**src/rtl/pipeline_ctrl_if.sv**
```systemverilog
// Hazard/event inputs and pipeline-register controls exchanged between
// the datapath (master) and the stall/flush sequencer (slave).
interface pipeline_ctrl_if #(
   parameter int CNT_W = 16
);
   logic             load_use;
   logic             br_dep;
   logic             br_taken;
   logic             jump_id;
   logic             halt_id;
   logic             md_req;
   logic             md_done;
   logic             pc_write;
   logic             if_id_write;
   logic             if_id_flush;
   logic             id_ex_write;
   logic             id_ex_bubble;
   logic             ex_mem_bubble;
   logic             md_start;
   logic             halted;
   logic [1:0]       state;
   logic [CNT_W-1:0] stall_cycles;

   modport master (
      output load_use, br_dep, br_taken, jump_id, halt_id, md_req, md_done,
      input  pc_write, if_id_write, if_id_flush, id_ex_write, id_ex_bubble,
             ex_mem_bubble, md_start, halted, state, stall_cycles
   );

   modport slave (
      input  load_use, br_dep, br_taken, jump_id, halt_id, md_req, md_done,
      output pc_write, if_id_write, if_id_flush, id_ex_write, id_ex_bubble,
             ex_mem_bubble, md_start, halted, state, stall_cycles
   );
endinterface

```
**src/rtl/pipeline_ctrl.sv**
```systemverilog
// Stall/flush sequencer for the five-stage pipeline: fixed-priority hazard
// arbitration, mult/div wait, halt drain and a saturating stall counter.
//
// state   | meaning
// RUN     | normal issue; hazards arbitrated per cycle
// MD_WAIT | front end frozen until the mult/div unit reports done
// DRAIN   | halt in flight; fetch squashed while older work retires
// HALTED  | pipeline stopped until reset
module pipeline_ctrl #(
   parameter int DRAIN_CYCLES = 3,
   parameter int CNT_W        = 16
) (
   input logic           clk,
   input logic           rst,
   pipeline_ctrl_if.slave pipe
);
   localparam int DW = (DRAIN_CYCLES > 1) ? $clog2(DRAIN_CYCLES) : 1;

   typedef enum logic [1:0] {
      RUN     = 2'd0,
      MD_WAIT = 2'd1,
      DRAIN   = 2'd2,
      HALTED  = 2'd3
   } ctrl_state_t;

   ctrl_state_t      ctrlState;
   ctrl_state_t      nextState;
   logic [DW-1:0]    drainCnt;
   logic [DW-1:0]    drainNext;
   logic [CNT_W-1:0] stallCnt;

   logic pcWrite;
   logic ifIdWrite;
   logic ifIdFlush;
   logic idExWrite;
   logic idExBubble;
   logic exMemBubble;
   logic mdStart;
   logic haltedFlag;
   logic stallEvent;

   always_ff @(posedge clk) begin
      if (rst) begin
         ctrlState <= RUN;
         drainCnt  <= '0;
         stallCnt  <= '0;
      end else begin
         ctrlState <= nextState;
         drainCnt  <= drainNext;
         if (stallEvent && (stallCnt != '1))
            stallCnt <= stallCnt + CNT_W'(1);
      end
   end

   always_comb begin
      pcWrite     = 1'b1;
      ifIdWrite   = 1'b1;
      ifIdFlush   = 1'b0;
      idExWrite   = 1'b1;
      idExBubble  = 1'b0;
      exMemBubble = 1'b0;
      mdStart     = 1'b0;
      haltedFlag  = 1'b0;
      nextState   = ctrlState;
      drainNext   = drainCnt;

      // Reset holds the default enables so nothing is started mid-abort.
      if (!rst) begin
         case (ctrlState)
            RUN: begin
               if (pipe.md_req) begin
                  // ID/EX frozen, so a concurrent load-use needs no bubble.
                  mdStart     = 1'b1;
                  pcWrite     = 1'b0;
                  ifIdWrite   = 1'b0;
                  idExWrite   = 1'b0;
                  exMemBubble = 1'b1;
                  nextState   = MD_WAIT;
               end else if (pipe.load_use || pipe.br_dep) begin
                  pcWrite    = 1'b0;
                  ifIdWrite  = 1'b0;
                  idExBubble = 1'b1;
               end else if (pipe.halt_id) begin
                  pcWrite   = 1'b0;
                  drainNext = DW'(DRAIN_CYCLES - 1);
                  nextState = DRAIN;
               end else if (pipe.br_taken || pipe.jump_id) begin
                  ifIdFlush = 1'b1;
               end
            end
            MD_WAIT: begin
               if (pipe.md_done) begin
                  nextState = RUN;
               end else begin
                  pcWrite     = 1'b0;
                  ifIdWrite   = 1'b0;
                  idExWrite   = 1'b0;
                  exMemBubble = 1'b1;
               end
            end
            DRAIN: begin
               pcWrite   = 1'b0;
               ifIdFlush = 1'b1;
               if (drainCnt == '0)
                  nextState = HALTED;
               else
                  drainNext = drainCnt - DW'(1);
            end
            HALTED: begin
               pcWrite    = 1'b0;
               ifIdWrite  = 1'b0;
               idExBubble = 1'b1;
               haltedFlag = 1'b1;
            end
            default: nextState = RUN;
         endcase
      end
   end

   assign stallEvent = !pcWrite && ((ctrlState == RUN) || (ctrlState == MD_WAIT));

   assign pipe.pc_write      = pcWrite;
   assign pipe.if_id_write   = ifIdWrite;
   assign pipe.if_id_flush   = ifIdFlush;
   assign pipe.id_ex_write   = idExWrite;
   assign pipe.id_ex_bubble  = idExBubble;
   assign pipe.ex_mem_bubble = exMemBubble;
   assign pipe.md_start      = mdStart;
   assign pipe.halted        = haltedFlag;
   assign pipe.state         = ctrlState;
   assign pipe.stall_cycles  = stallCnt;
endmodule

```
**src/flat_wrapper.sv**
```systemverilog
// flat-port wrapper written by rule: the top's interface ports become plain ports
module pipeline_ctrl_flat 
#(
   parameter int DRAIN_CYCLES = 3,
   parameter int CNT_W        = 16
)
  (clk, rst, pipe_load_use, pipe_br_dep, pipe_br_taken, pipe_jump_id, pipe_halt_id, pipe_md_req, pipe_md_done, pipe_pc_write, pipe_if_id_write, pipe_if_id_flush, pipe_id_ex_write, pipe_id_ex_bubble, pipe_ex_mem_bubble, pipe_md_start, pipe_halted, pipe_state, pipe_stall_cycles);
  pipeline_ctrl_if #(.CNT_W(CNT_W)) pipe_i ();
  input logic clk;
  input logic rst;
  input wire logic [$bits(pipe_i.load_use)-1:0] pipe_load_use;
  input wire logic [$bits(pipe_i.br_dep)-1:0] pipe_br_dep;
  input wire logic [$bits(pipe_i.br_taken)-1:0] pipe_br_taken;
  input wire logic [$bits(pipe_i.jump_id)-1:0] pipe_jump_id;
  input wire logic [$bits(pipe_i.halt_id)-1:0] pipe_halt_id;
  input wire logic [$bits(pipe_i.md_req)-1:0] pipe_md_req;
  input wire logic [$bits(pipe_i.md_done)-1:0] pipe_md_done;
  output wire logic [$bits(pipe_i.pc_write)-1:0] pipe_pc_write;
  output wire logic [$bits(pipe_i.if_id_write)-1:0] pipe_if_id_write;
  output wire logic [$bits(pipe_i.if_id_flush)-1:0] pipe_if_id_flush;
  output wire logic [$bits(pipe_i.id_ex_write)-1:0] pipe_id_ex_write;
  output wire logic [$bits(pipe_i.id_ex_bubble)-1:0] pipe_id_ex_bubble;
  output wire logic [$bits(pipe_i.ex_mem_bubble)-1:0] pipe_ex_mem_bubble;
  output wire logic [$bits(pipe_i.md_start)-1:0] pipe_md_start;
  output wire logic [$bits(pipe_i.halted)-1:0] pipe_halted;
  output wire logic [$bits(pipe_i.state)-1:0] pipe_state;
  output wire logic [$bits(pipe_i.stall_cycles)-1:0] pipe_stall_cycles;
  assign pipe_i.load_use = pipe_load_use;
  assign pipe_i.br_dep = pipe_br_dep;
  assign pipe_i.br_taken = pipe_br_taken;
  assign pipe_i.jump_id = pipe_jump_id;
  assign pipe_i.halt_id = pipe_halt_id;
  assign pipe_i.md_req = pipe_md_req;
  assign pipe_i.md_done = pipe_md_done;
  assign pipe_pc_write = pipe_i.pc_write;
  assign pipe_if_id_write = pipe_i.if_id_write;
  assign pipe_if_id_flush = pipe_i.if_id_flush;
  assign pipe_id_ex_write = pipe_i.id_ex_write;
  assign pipe_id_ex_bubble = pipe_i.id_ex_bubble;
  assign pipe_ex_mem_bubble = pipe_i.ex_mem_bubble;
  assign pipe_md_start = pipe_i.md_start;
  assign pipe_halted = pipe_i.halted;
  assign pipe_state = pipe_i.state;
  assign pipe_stall_cycles = pipe_i.stall_cycles;
  pipeline_ctrl #(.DRAIN_CYCLES(DRAIN_CYCLES), .CNT_W(CNT_W)) u_core (.clk(clk), .rst(rst), .pipe(pipe_i));
endmodule
```
**config.mk**
```make
export PLATFORM = sky130hd
export DESIGN_NAME = pipeline_ctrl_flat
export DESIGN_NICKNAME = d
export VERILOG_FILES = /design/src/rtl/pipeline_ctrl_if.sv /design/src/rtl/pipeline_ctrl.sv /design/src/flat_wrapper.sv
export SDC_FILE = /design/constraint.sdc
export NUM_CORES = 1
export LEC_CHECK = 0
export ABC_AREA = 0
export CAP_MARGIN = 5
export CORE_MARGIN = 2
export CORE_UTILIZATION = 45
export CTS_CLUSTER_DIAMETER = 40
export DETAILED_ROUTE_END_ITERATION = 8
export GPL_ROUTABILITY_DRIVEN = 0
export GPL_TIMING_DRIVEN = 0
export PLACE_DENSITY_LB_ADDON = 0.05
export SKIP_LAST_GASP = 1
export SLEW_MARGIN = 40
export SYNTH_ARGS = -nofsm -noshare
export SYNTH_HDL_FRONTEND = slang
export SYNTH_SLANG_ARGS = --single-unit
```
**constraint.sdc**
```tcl
create_clock -name clk -period 2.45 [get_ports clk]
set_clock_uncertainty 0.1 [all_clocks]
set_input_delay 0.49 -clock clk [delete_from_list [all_inputs] [get_ports clk]]
set_output_delay 0.49 -clock clk [all_outputs]
set_load 0.01 [all_outputs]
```
==> impl_metrics.json, run 1 <==
{
  "intPower_mw": 0.6764,
  "grt_overflow": 0,
  "clock_sinks": 20,
  "crit_path_top_delay_cell": "or4b_4",
  "antenna_cells": 0,
  "avgViaCountPerCell": 5.502,
  "dieWidth_um": 55.40,
  "grt_pass1_vias": 1066,
  "dp_hpwl_um": 2142,
  "coreArea_mm2": 0.002500,
  "grt_usage": 0.1896,
  "p_per_area_mw_per_mm2": 633.9,
  "yosys_warnings": 0,
  "root_buffer": "clkbuf_4",
  "vias": 1194,
  "min-delay-start": "u_core.pipe.stall_cycles[15]",
  "max_freq_ghz": 0.4104,
  "power_switching_mw": 0.3650,
  "cpPeakStageDelay_ns": 0.50,
  "seqPwrFrac": 0.376,
  "setup_viol": 0,
  "ys_seq_area_frac": 0.3368,
  "hold_viol_final": 0,
  "tightest_slew_ns": 0.5338,
  "ioPinCount": 35,
  "portBuffers": 33,
  "grt_pass1_wl_um": 4767,
  "syn_inst": 145,
  "p_clk_frac": 0.150,
  "min_period_over_period": 0.9946,
  "reg2reg_from": "u_core.pipe.state[0]",
  "nFillCells": 229,
  "irDropWorstVdd_mv": 0.4876,
  "syn_to_final_growth_pct": 38.21,
  "design_area_mm2": 0.001643,
  "grt_max_degree": 11,
  "crit_path_end_kind": "primary output",
  "maxSlewViolCount": 0,
  "drive_gt1_frac": 0.1176,
  "dpl_cell_area_mm2": 0.001556,
  "dp_slack_ns": -0.6772,
  "antenna_found_initial": 0,
  "status": "completed",
  "start_util": 0.4755,
  "crit_fanout": 5,
  "worstSkewPairLatency_ns": 0.30,
  "worst_setup_path_start_kind": "flip-flop",
  "arrival_ns": 1.85,
  "post_drt_wl_per_cell_um": 13.89,
  "slew_headroom": 0.6442,
  "dr.pass1.iters": 4,
  "synthArstFlopShare": 0,
  "rsz0062_at_grt": "true",
  "ant_nets": 0,
  "max_cap_violations": 0,
  "avgSynthCellArea_um2": 8.198,
  "setup_slack_ns": 0.01319,
  "synth-edff-count": 0,
  "combPwrFrac": 0.474,
  "clk_pin_slew_ns": 0.11,
  "cpMostUsedCell": "nor2_1",
  "final_nets": 205,
  "ys.flop_type": "dfxtp_1",
  "switching_share": 0.3505,
  "chipHeight_um": 55.40,
  "clock_path_buffers": 2,
  "worst-setup-path-type": "flip-flop to primary output",
  "rows": 18,
  "synth_seq_cells": 20,
  "critPathLaunch": "u_core.pipe.state[0]",
  "finalWirelength_um": 3015,
  "cp.required_ns": 1.86,
  "synth_area_mm2": 0.001189,
  "cts_tree": "done",
  "hp-class": "flip-flop to flip-flop",
  "reg2reg_slack_ns": 0.26,
  "die_area_mm2": 0.003069,
  "cts_htree_levels": 1,
  "crit_path_cell_trace": "inv_2 -> ha_4 -> or4b_4 -> nor3_2 -> nor2_1 -> nor2_1 -> buf_2",
  "numCtsBuffers": 3,
  "power_leakage_nw": 0.6403,
  "synth_nets": 161,
  "yosys.cell_types.count": 34,
  "drc": 0,
  "finalCriticalPeriod_ns": 2.437,
  "first_iter_violations": 22,
  "finalSetupTns_ns": 0,
  "finalPower_mw": 1.041
}
-- cell usage after synthesis, types with 2 or more instances --
| library cell | count | area (um^2) |
|---|---|---|
| a21oi_1 | 5 | 25.02 |
| and4_1 | 3 | 26.28 |
| clkbuf_1 | 4 | 15.01 |
| dfxtp_1 | 20 | 400.4 |
| ha_1 | 7 | 87.58 |
| inv_1 | 6 | 22.52 |
| mux2i_1 | 3 | 30.03 |
| nand2_1 | 13 | 48.80 |
| nand2b_1 | 4 | 25.02 |
| nand3_1 | 6 | 30.03 |
| nand4_1 | 2 | 12.51 |
| nor2_1 | 24 | 90.09 |
| nor2b_1 | 2 | 12.51 |
| nor3_1 | 9 | 45.04 |
| nor4_1 | 4 | 25.02 |
| o211ai_1 | 2 | 15.01 |
| o21ai_0 | 2 | 10.01 |
| o221ai_2 | 2 | 30.03 |
| xnor2_1 | 12 | 105.1 |
-- per-stage QoR --
step,std cells,hold WS [ns],utilization
3_5_place_dp,208,0.3720,0.6226
5_1_grt,217,0.4300,0.6572
2_1_floorplan,145,0.3557,-
3_3_place_gp,208,0.3626,0.6226
4_1_cts,212,0.3985,0.6366
6_report,217,0.3899,0.6572
-- metal layers --
layer,routed length [um],part of all wire,GRT usage,up-vias
met2,1440,0.48,0.3231,35
met4,40,0.013,0.06272,0
li1,-,-,-,599
met5,0,0,0,-
met1,1366,0.45,0.2340,555
met3,167,0.055,0.04450,5
-- repair_timing --
item | 4_1_cts | 5_1_grt
hold buffers | 0 | 0
buffers inserted | 1 | 5
pin swaps | 1 | 3
resized for setup | 13 | 10
endpoints found under the setup margin | 7 | 4
endpoints found under the hold margin | 0 | 0
-- final cells by class --
cell class | count | area [um^2] | area share
Buffer | 4 | 15.01 | 0.009139
Clock buffer | 3 | 22.52 | 0.01371
Inverter | 6 | 22.52 | 0.01371
Multi-Input combinational cell | 115 | 768.2 | 0.4676
Sequential cell | 20 | 407.9 | 0.2483
Tap cell | 30 | 37.54 | 0.02285
Timing Repair Buffer | 39 | 369.1 | 0.2247
-- worst paths after layout --
check | to | cells after the start
min | u_core.pipe.stall_cycles[15] | 1
max | pipe_if_id_flush | 7
min reg2reg | u_core.pipe.stall_cycles[15] | 1
max reg2reg | u_core.pipe.stall_cycles[10] | 8
-- worst max-delay path, delay by kind of cell (launching register included) --
kind / cells / cell delay [ns]
flip-flops: 1 / 0.38
adder cells (fa/ha/maj): 1 / 0.15
AND/OR/NAND/NOR: 4 / 0.80
buffers and inverters: 2 / 0.23
-- power by group through the flow --
stage / Sequential, mW / Combinational [mW] / Clock, mW
after CTS: 0.391 / 0.429 / 0.162
after floorplan: 0.402 / 0.240 / 0
after global placement: 0.395 / 0.400 / 0
final: 0.391 / 0.494 / 0.156
after global routing: 0.398 / 0.537 / 0.177
after detailed placement: 0.397 / 0.408 / 0
-- cells in the final DEF, fill, tap and decap left out, types with 2 or more instances in the layout --
cell             instances
clkbuf_4                 3
nand3_1                  6
a21oi_1                  5
nor2_1                  24
nand2b_1                 4
o211ai_1                 2
dlygate4sd2_1            3
dfxtp_4                  2
o221ai_2                 2
dfxtp_1                 18
inv_1                    4
clkbuf_1                 4
mux2i_1                  3
xnor2_1                 12
nor4_1                   4
nand4_1                  2
dlymetal6s2s_1           3
nor2b_1                  2
and4_1                   3
inv_2                    2
ha_1                     6
nor3_1                   8
buf_2                    2
buf_4                    6
clkdlybuf4s50_1         25
nand2_1                 13
o21ai_0                  2
-- state kept, by name (all words and copies together) (netlist names) --
register,flops
u_core.pipe.stall_cycles,16
u_core.pipe.state,2
u_core.drainCnt,2
-- logic make-up after synthesis --
logic type / count (synthesis) / synth area share
mux: 3 / 0.02526
compound gates: 17 / 0.1084
flops: 20 / 0.3368
simple gates: 76 / 0.3358
fa+ha+maj: 7 / 0.07368
xor+xnor: 12 / 0.08842
buf+inv: 10 / 0.03157
(Power assumes the default switching activity.)
==> inputs of run 2 (changes only) <==
--- a/config.mk
+++ b/config.mk
@@ -14,5 +14,5 @@
 export GPL_ROUTABILITY_DRIVEN = 0
 export GPL_TIMING_DRIVEN = 0
-export PLACE_DENSITY_LB_ADDON = 0.05
+export PLACE_DENSITY = 0.77
 export SKIP_LAST_GASP = 1
 export SLEW_MARGIN = 40
--- a/constraint.sdc
+++ b/constraint.sdc
@@ -3,3 +3,3 @@
 set_input_delay 0.49 -clock clk [delete_from_list [all_inputs] [get_ports clk]]
 set_output_delay 0.49 -clock clk [all_outputs]
-set_load 0.01 [all_outputs]
+set_load 0.1 [all_outputs]
==> run 2 against run 1 <==
Effect of this change:
- the run now ends with setup timing left
- wire length barely moved
- non-clock buffer count unchanged
- power rose by 34%
- cell area fell by 2.7%
- global-route usage is 1.8 points higher
- worst hold slack improved by 0.010 ns
- combinational power grew 72%
- sequential cell count is the same
- critical path type unchanged
- largest power group unchanged
- highest routed layer unchanged
==> impl_metrics.json, run 2 (synthesized netlist as in run 1, its figures left out) <==
{
  "vias": 1208,
  "mostFrequentLayoutCells": "22 x buf_2, 21 x nor2_1, 13 x nand2_1, 13 x dfxtp_1, 12 x xnor2_1",
  "cts_tree": "done",
  "violations": "setup timing",
  "power_leakage_nw": 0.6606,
  "dpl_cell_area_mm2": 0.001496,
  "maxSlewViolCount": 0,
  "coreArea_mm2": 0.002500,
  "chipHeight_um": 55.40,
  "grt_pass1_vias": 1197,
  "critPathLaunch": "u_core.pipe.state[1]",
  "drt-met1-wl_um": 1358,
  "avgViaCountPerCell": 5.541,
  "finalPower_mw": 1.400,
  "worst_setup_path_start_kind": "flip-flop",
  "rsz0062_at_grt": "true",
  "seqPwrFrac": 0.280,
  "finalCriticalPeriod_ns": 2.483,
  "rows": 18,
  "layout_commonest_cell": "buf_2",
  "status": "complete, but fails checks",
  "post_drt_wl_per_cell_um": 13.83,
  "dp_slack_ns": -0.5721,
  "ioPinCount": 35,
  "dp_hpwl_um": 2229,
  "intPower_mw": 0.6573,
  "antenna_cells": 0,
  "irDropWorstVdd_mv": 0.7909,
  "p_per_area_mw_per_mm2": 876.2,
  "largest_reg_flops": 16,
  "worst-setup-path-type": "flip-flop to primary output",
  "finalWirelength_um": 3014,
  "crit_fanout": 3,
  "slew_headroom": 0.5731,
  "arrival_ns": 1.89,
  "dr.pass1.iters": 4,
  "nFillCells": 230,
  "highest_layer": "met4",
  "crit_path_end_kind": "primary output",
  "clock_sinks": 20,
  "setup_viol": 2,
  "cp.required_ns": 1.86,
  "drc": 0,
  "max_cap_violations": 0,
  "min_period_over_period": 1.013,
  "grt_pass1_wl_um": 5161,
  "finalSetupTns_ns": -0.05598,
  "grt_usage": 0.2073,
  "clk_pin_slew_ns": 0.11,
  "root_buffer": "clkbuf_4",
  "final_nets": 205,
  "syn_to_final_growth_pct": 34.42,
  "antenna_found_initial": 0,
  "first_iter_violations": 9,
  "hp-class": "flip-flop to flip-flop",
  "numCtsBuffers": 3,
  "cts_htree_levels": 1,
  "setup_slack_ns": -0.03253,
  "clock_path_buffers": 2,
  "portBuffers": 33,
  "hold_viol_final": 0,
  "grt_overflow": 0,
  "ant_nets": 0,
  "worstSkewPairLatency_ns": 0.30,
  "start_util": 0.4755,
  "switching_share": 0.5305,
  "wl_met2_um": 1444,
  "design_area_mm2": 0.001598,
  "wl_met3_um": 152,
  "combPwrFrac": 0.606,
  "tightest_slew_ns": 0.6404,
  "dieWidth_um": 55.40,
  "reg2reg_from": "u_core.pipe.state[1]",
  "power_switching_mw": 0.7426,
  "whs_ns": 0.3999,
  "min-delay-start": "u_core.pipe.stall_cycles[15]",
  "grt_max_degree": 12,
  "drive_gt1_frac": 0.3191,
  "max_freq_ghz": 0.4028,
  "die_area_mm2": 0.003069,
  "p_clk_frac": 0.114,
  "ctsHoldBuffers": 0
}
run 2: cell types whose count changed in the layout (fill, tap and decap cells not counted), moves of 3 or more:
cell	delta
buf_2	+20
dfxtp_2	+5
dfxtp_1	-5
nor2_1	-3
dlymetal6s2s_1	-3
clkdlybuf4s50_1	-21
run 2: power groups by stage:
stage | sequential (mW) | combinational [mW] | clock (mW)
final | 0.391 | 0.849 | 0.160
after global routing | 0.396 | 0.905 | 0.180
after CTS | 0.391 | 0.833 | 0.169
after detailed placement | 0.411 | 0.780 | 0
after global placement | 0.409 | 0.810 | 0
after floorplan | 0.580 | 0.486 | 0
run 2: layer usage:
metal	vias to the layer above	track usage
li1	602	-
met2	38	0.3520
met3	8	0.03044
met5	-	0
met4	0	0.09756
met1	560	0.2562
run 2: cell type report:
class                   count  area (um^2)  share of cell area
clock inverters             1        3.754            0.002349
repair buffers             39        266.5              0.1668
multi-input cells         115        810.8              0.5074
well taps                  30        37.54             0.02349
plain buffers               4        15.01            0.009397
flip-flops and latches     20        414.1              0.2592
inverters                   6        27.53             0.01723
clock buffers               3        22.52             0.01410
run 2: timing repair:
item,in CTS,in global routing
endpoints found under the setup margin,4,2
setup buffers,4,2
gates resized for setup,11,3
pin swaps,3,4
run 2: final timing paths:
check / endpoint / slack, ns / cells past startpoint
worst max-delay path: pipe_if_id_flush / -0.03 / 7
worst min-delay path: u_core.pipe.stall_cycles[15] / 0.40 / 1
worst max register to register: u_core.pipe.stall_cycles[10] / 0.15 / 9
worst min register to register: u_core.pipe.stall_cycles[15] / 0.40 / 1
run 2: worst max-delay path, cell delays in order (launching register included):
cell,delay [ns]
dfxtp_4,0.37
inv_4,0.06
ha_4,0.13
or4b_4,0.49
nor3_4,0.19
nor2_2,0.07
nor2_4,0.10
buf_12,0.18
run 2: through the flow:
| stage | util | instances |
|---|---|---|
| 2_1_floorplan | - | 145 |
| 3_3_place_gp | 0.6507 | 208 |
| 3_5_place_dp | 0.5986 | 208 |
| 4_1_cts | 0.6286 | 216 |
| 5_1_grt | 0.6391 | 218 |
| 6_report | 0.6391 | 218 |
==> inputs of run 3 (changes only) <==
Settings changed: SKIP_LAST_GASP 1 to not set.
==> run 3 against run 2 <==
Effect of this change:
- worst setup slack improved by 0.040 ns
- first-iteration DRC count grew 67%
- sequential share of layout area grew 0.18 points
- sequential cell count stayed put
- the run now ends clean
- global-route usage about the same
- sequential power barely moved
- maximum frequency rose by 1.7%
- combinational power fell by 1%
- clock power hardly changed
- cell area is 0.70% lower
- core utilization decreased by 0.45 points
==> impl_metrics.json, run 3 (synthesized netlist as in run 1, its figures left out) <==
{
  "cts_tree": "done",
  "worst_setup_path_start_kind": "flip-flop",
  "worst-setup-path-type": "flip-flop to primary output",
  "slew_headroom": 0.5732,
  "finalCriticalPeriod_ns": 2.442,
  "crit_fanout": 4,
  "crit_path_end_kind": "primary output",
  "max_freq_ghz": 0.4095,
  "crit_buf_inv": 2,
  "cp.required_ns": 1.86,
  "maxSlewViolCount": 0,
  "cpLargestDelayFamily": "simple AND/OR/NAND/NOR gates",
  "cpPeakStageDelay_ns": 0.51,
  "arrival_ns": 1.85,
  "clock_sinks": 20,
  "cts_htree_levels": 1,
  "first_iter_violations": 15,
  "drive_gt1_frac": 0.3118,
  "clk_pin_slew_ns": 0.11,
  "mostFrequentLayoutCells": "22 x buf_2, 21 x nor2_1, 13 x nand2_1, 13 x dfxtp_1, 12 x xnor2_1",
  "worstSkewPairLatency_ns": 0.30,
  "post_drt_wl_per_cell_um": 13.82,
  "finalPower_mw": 1.390,
  "tightest_slew_ns": 0.6402,
  "drc": 0,
  "rsz0062_at_grt": "true",
  "min_period_over_period": 0.9968,
  "seq_area_um2": 414.1,
  "antenna_found_initial": 0,
  "power_leakage_nw": 0.6517,
  "finalWirelength_um": 2985,
  "dr.pass1.iters": 4,
  "grt_pass1_wl_um": 5161,
  "ioPinCount": 35,
  "ant_nets": 0,
  "multi_input_area_um2": 810.8,
  "nFillCells": 230,
  "grt_overflow": 0,
  "largest_reg_flops": 16,
  "hold_viol_final": 0,
  "chipHeight_um": 55.40,
  "syn_to_final_growth_pct": 33.47,
  "crit_path_top_delay_cell": "or4b_4",
  "layout_commonest_cell": "buf_2",
  "vias": 1200,
  "dp_hpwl_um": 2229,
  "whs_ns": 0.3999,
  "numCtsBuffers": 3,
  "antenna_cells": 0,
  "rows": 18,
  "finalNonFillerCells": 216,
  "max_cap_violations": 0,
  "dieWidth_um": 55.40,
  "grt_usage": 0.2074,
  "avgViaCountPerCell": 5.556,
  "clock_path_buffers": 2,
  "final_util": 0.6346,
  "setup_viol": 0,
  "final_nets": 203,
  "hp-class": "flip-flop to flip-flop",
  "coreArea_mm2": 0.002500,
  "crit_path_cell_trace": "inv_4 -> ha_4 -> or4b_4 -> nor3_4 -> nor2_2 -> nor2_4 -> buf_12",
  "root_buffer": "clkbuf_4",
  "grt_pass1_vias": 1197,
  "portBuffers": 33,
  "dp.cells": 208,
  "start_util": 0.4755,
  "die_area_mm2": 0.003069,
  "status": "completed",
  "p_per_area_mw_per_mm2": 876.0,
  "irDropWorstVdd_mv": 0.7879,
  "ctsHoldBuffers": 0,
  "grt_max_degree": 12
}
-- run 3: power by group --
part	total (mW)	internal, mW	switching [mW]	leakage [nW]
Clock	0.160	0.0594	0.100	0.0154
Combinational	0.839	0.228	0.611	0.471
Sequential	0.391	0.364	0.0274	0.165
-- run 3: area by class of cell --
| class | instances | area share |
|---|---|---|
| inverter | 6 | 0.01735 |
| timing repair buffer | 37 | 0.1609 |
| clock buffer | 3 | 0.01420 |
| tap | 30 | 0.02366 |
| multi-input combinational | 115 | 0.5110 |
| buffer | 4 | 0.009464 |
| clock inverter | 1 | 0.002366 |
| sequential | 20 | 0.2610 |
-- run 3: repair_timing --
action                                  in CTS  in global routing
cloned                                       0                  0
gates resized for setup                     13                  2
setup buffers                                4                  0
pin swaps                                    4                  0
endpoints found under the setup margin       4                  3
-- run 3: worst paths after layout --
path,startpoint,end,slack [ns],depth (start not counted)
hold reg to reg,u_core.pipe.stall_cycles[15],u_core.pipe.stall_cycles[15],0.40,1
hold / removal,u_core.pipe.stall_cycles[15],u_core.pipe.stall_cycles[15],0.40,1
setup / recovery,u_core.pipe.state[0],pipe_if_id_flush,0.008,7
setup reg to reg,u_core.pipe.state[0],u_core.pipe.stall_cycles[10],0.27,8
-- run 3: routing by layer --
metal,track usage,share of wire,vias up
met1,0.2566,0.45,559
met2,0.3520,0.48,38
met4,0.09756,0.016,0
met5,0,0,-
li1,-,-,597
met3,0.03044,0.052,6
-- run 3: metrics by stage --
stage	TNS, ns	cell area, um^2	worst slack, ns
3_3_place_gp	-7.479	1627	-1.247
2_1_floorplan	-0.8350	1259	-0.4268
3_5_place_dp	-3.649	1496	-0.5721
6_report	0	1587	0.007788
5_1_grt	-0.06447	1587	-0.06447
4_1_cts	-0.005881	1580	-0.005881
==> RTL edit, RTL diff (flow settings as in run 1) <==
Make the reset (`rst`) asynchronous in one clocked block.
--- a/src/rtl/pipeline_ctrl.sv
+++ b/src/rtl/pipeline_ctrl.sv
@@ -39,7 +39,7 @@
    logic haltedFlag;
    logic stallEvent;
 
-   always_ff @(posedge clk) begin
+   always_ff @(posedge clk or posedge rst) begin
       if (rst) begin
          ctrlState <= RUN;
          drainCnt  <= '0;
Function: differs if rst is asserted again (counterexample within 4 cycles, from zero or initial values and one cycle with rst high); with rst held inactive, the same outputs for 10 cycles.
==> RTL edit against run 1 <==
Worst setup slack improved by 0.0086 ns; synthesized area increased by 1.4%; combinational power increased by 63%; largest power group unchanged; highest routed layer unchanged; total power increased by 42%; wire length decreased by 4.7%; sequential cell count unchanged; sequential power increased by 25%; critical path depth unchanged; via count decreased by 9.5%; largest cell class unchanged; sequential share of layout area increased by 5.1 points; design area increased by 2.1%.
==> RTL edit: results <==
metrics = {
    "yosys": {
        "ys_seq_area_share_pct": 41.54,
        "synthAdderAreaFrac_pct": 8.307,
        "syn-num-nets": 138,
        "synth.distinct_cells": 33,
        "synth-compound-area-share_pct": 9.657,
        "postSynth.asyncResetShare_pct": 100.0,
        "yosys_most_used_dff": "dfrtp_1",
        "synth_area_leaders": "dfrtp_1, ha_1, xnor2_1, mux2_2, inv_1",
        "synth-xor-area-share_pct": 8.723,
        "synthMuxAreaShare_pct": 5.919,
        "synth_common_cells": "dfrtp_1, xnor2_1, inv_1, nand2_1",
    },
    "hold_path": {
        "hold_class": "input pin to asynchronous set/reset pin",
    },
    "power_and_ir_drop": {
        "p_int_mw": 0.9200,
        "ir_drop_uv": 625.0,
        "p_comb_mw": 0.807,
        "power.leakage_nw": 0.7573,
        "powerSeq_mw": 0.490,
    },
    "clocking": {
        "path_clk_slew_ns": 0.11,
        "htree_levels": 1,
    },
    "placement": {
        "pre_cts_slack_ns": -0.6805,
        "place_inst": 184,
        "dpl.hpwl_um": 2042,
    },
    "cells_and_area": {
        "layout-drive-gt1-share_pct": 23.03,
        "finalNonFillerCells": 195,
    },
    "global_routing": {
        "grt_pass1_wl_um": 4774,
        "grt_usage_pct": 19.10,
        "grt_pass1_vias": 1046,
        "grt_max_degree": 23,
    },
    "worst_setup_path": {
        "cp_max_fo": 4,
        "cp-startpoint": "u_core.pipe.state[1]$_DFFE_PP0P_",
        "reg2reg_depth": 9,
        "r2r-start": "u_core.pipe.state[0]$_DFFE_PP0P_",
    },
    "run_status": {
        "status": "complete, no violations",
    },
    "drt": {
        "drtIter0Drc": 19,
        "wl_per_cell_um": 14.74,
        "vias": 1081,
    },
    "timing": {
        "worst_pin_slew_ns": 0.4785,
    },
}
[RTL edit: changes by cell type after synthesis, sizes merged, moves of 4 or more]
cell          run 1  this run
and3              1         5
dfrtp             0        20
nor4              4         0
nand2            13         9
nor3              9         4
mux2              0         6
dfxtp            20         0
nor2             24         8
[RTL edit: worst max-delay path, cell delays in order (launching register included)]
cell and delay [ns]:
dfrtp_2 0.42, inv_2 0.08, ha_4 0.14, or4b_4 0.48
nor2_4 0.12, o21ai_2 0.07, a21oi_2 0.10, buf_2 0.14
[RTL edit: layout make-up]
| class | instances | area (sq um) |
|---|---|---|
| Timing Repair Buffer | 40 | 362.8 |
| Clock buffer | 4 | 36.28 |
| Multi-Input combinational cell | 90 | 693.2 |
| Inverter | 9 | 33.78 |
| Buffer | 2 | 11.26 |
| Fill cell | 203 | 822.0 |
| Sequential cell | 20 | 503.0 |
| Tap cell | 30 | 37.54 |
[RTL edit: worst min-delay path by stage]
stage                                                     endpoint                                      from  depth (start not counted)  slack, ns
after floorplan                     u_core.drainCnt[0]$_DFFE_PP0P_            u_core.drainCnt[0]$_DFFE_PP0P_                          3       0.41
after global placement    u_core.pipe.stall_cycles[10]$_DFFE_PP0P_  u_core.pipe.stall_cycles[10]$_DFFE_PP0P_                          1       0.38
after detailed placement  u_core.pipe.stall_cycles[10]$_DFFE_PP0P_  u_core.pipe.stall_cycles[10]$_DFFE_PP0P_                          1       0.39
after global routing      u_core.pipe.stall_cycles[14]$_DFFE_PP0P_                                       rst                          2       0.31
after CTS                 u_core.pipe.stall_cycles[13]$_DFFE_PP0P_                                       rst                          2       0.24
final                     u_core.pipe.stall_cycles[12]$_DFFE_PP0P_                                       rst                          2       0.29
[RTL edit: what timing repair did]
action / CTS / global route
endpoints found under the hold margin: 0 / 0
gates resized for setup: 24 / 6
setup buffers: 5 / 2
endpoints found under the setup margin: 7 / 5
pin swaps: 2 / 1
hold buffers: 0 / 0
[RTL edit: stage by stage]
stage / TNS [ns] / cell area, sq um / hold WS, ns
3_5_place_dp: -3.604 / 1573 / 0.3924
3_3_place_gp: -5.903 / 1573 / 0.3786
2_1_floorplan: 0 / 1205 / 0.4128
4_1_cts: -0.1559 / 1659 / 0.2436
5_1_grt: -0.1138 / 1678 / 0.3072
6_report: 0 / 1678 / 0.2885
[RTL edit: logic make-up after synthesis]
group,after synthesis
buf+inv,11
xor+xnor,12
simple gates,47
compound gates,17
mux,6
flops,20
fa+ha+maj,8
[RTL edit: metal layers]
layer  GRT usage (%)  vias to the layer above  wire [um]
li1                -                      513          -
met1           23.82                      524       1252
met2           31.80                       35       1393
met3           3.488                        9        161
met4           9.059                        0         67
met5               0                        -          0
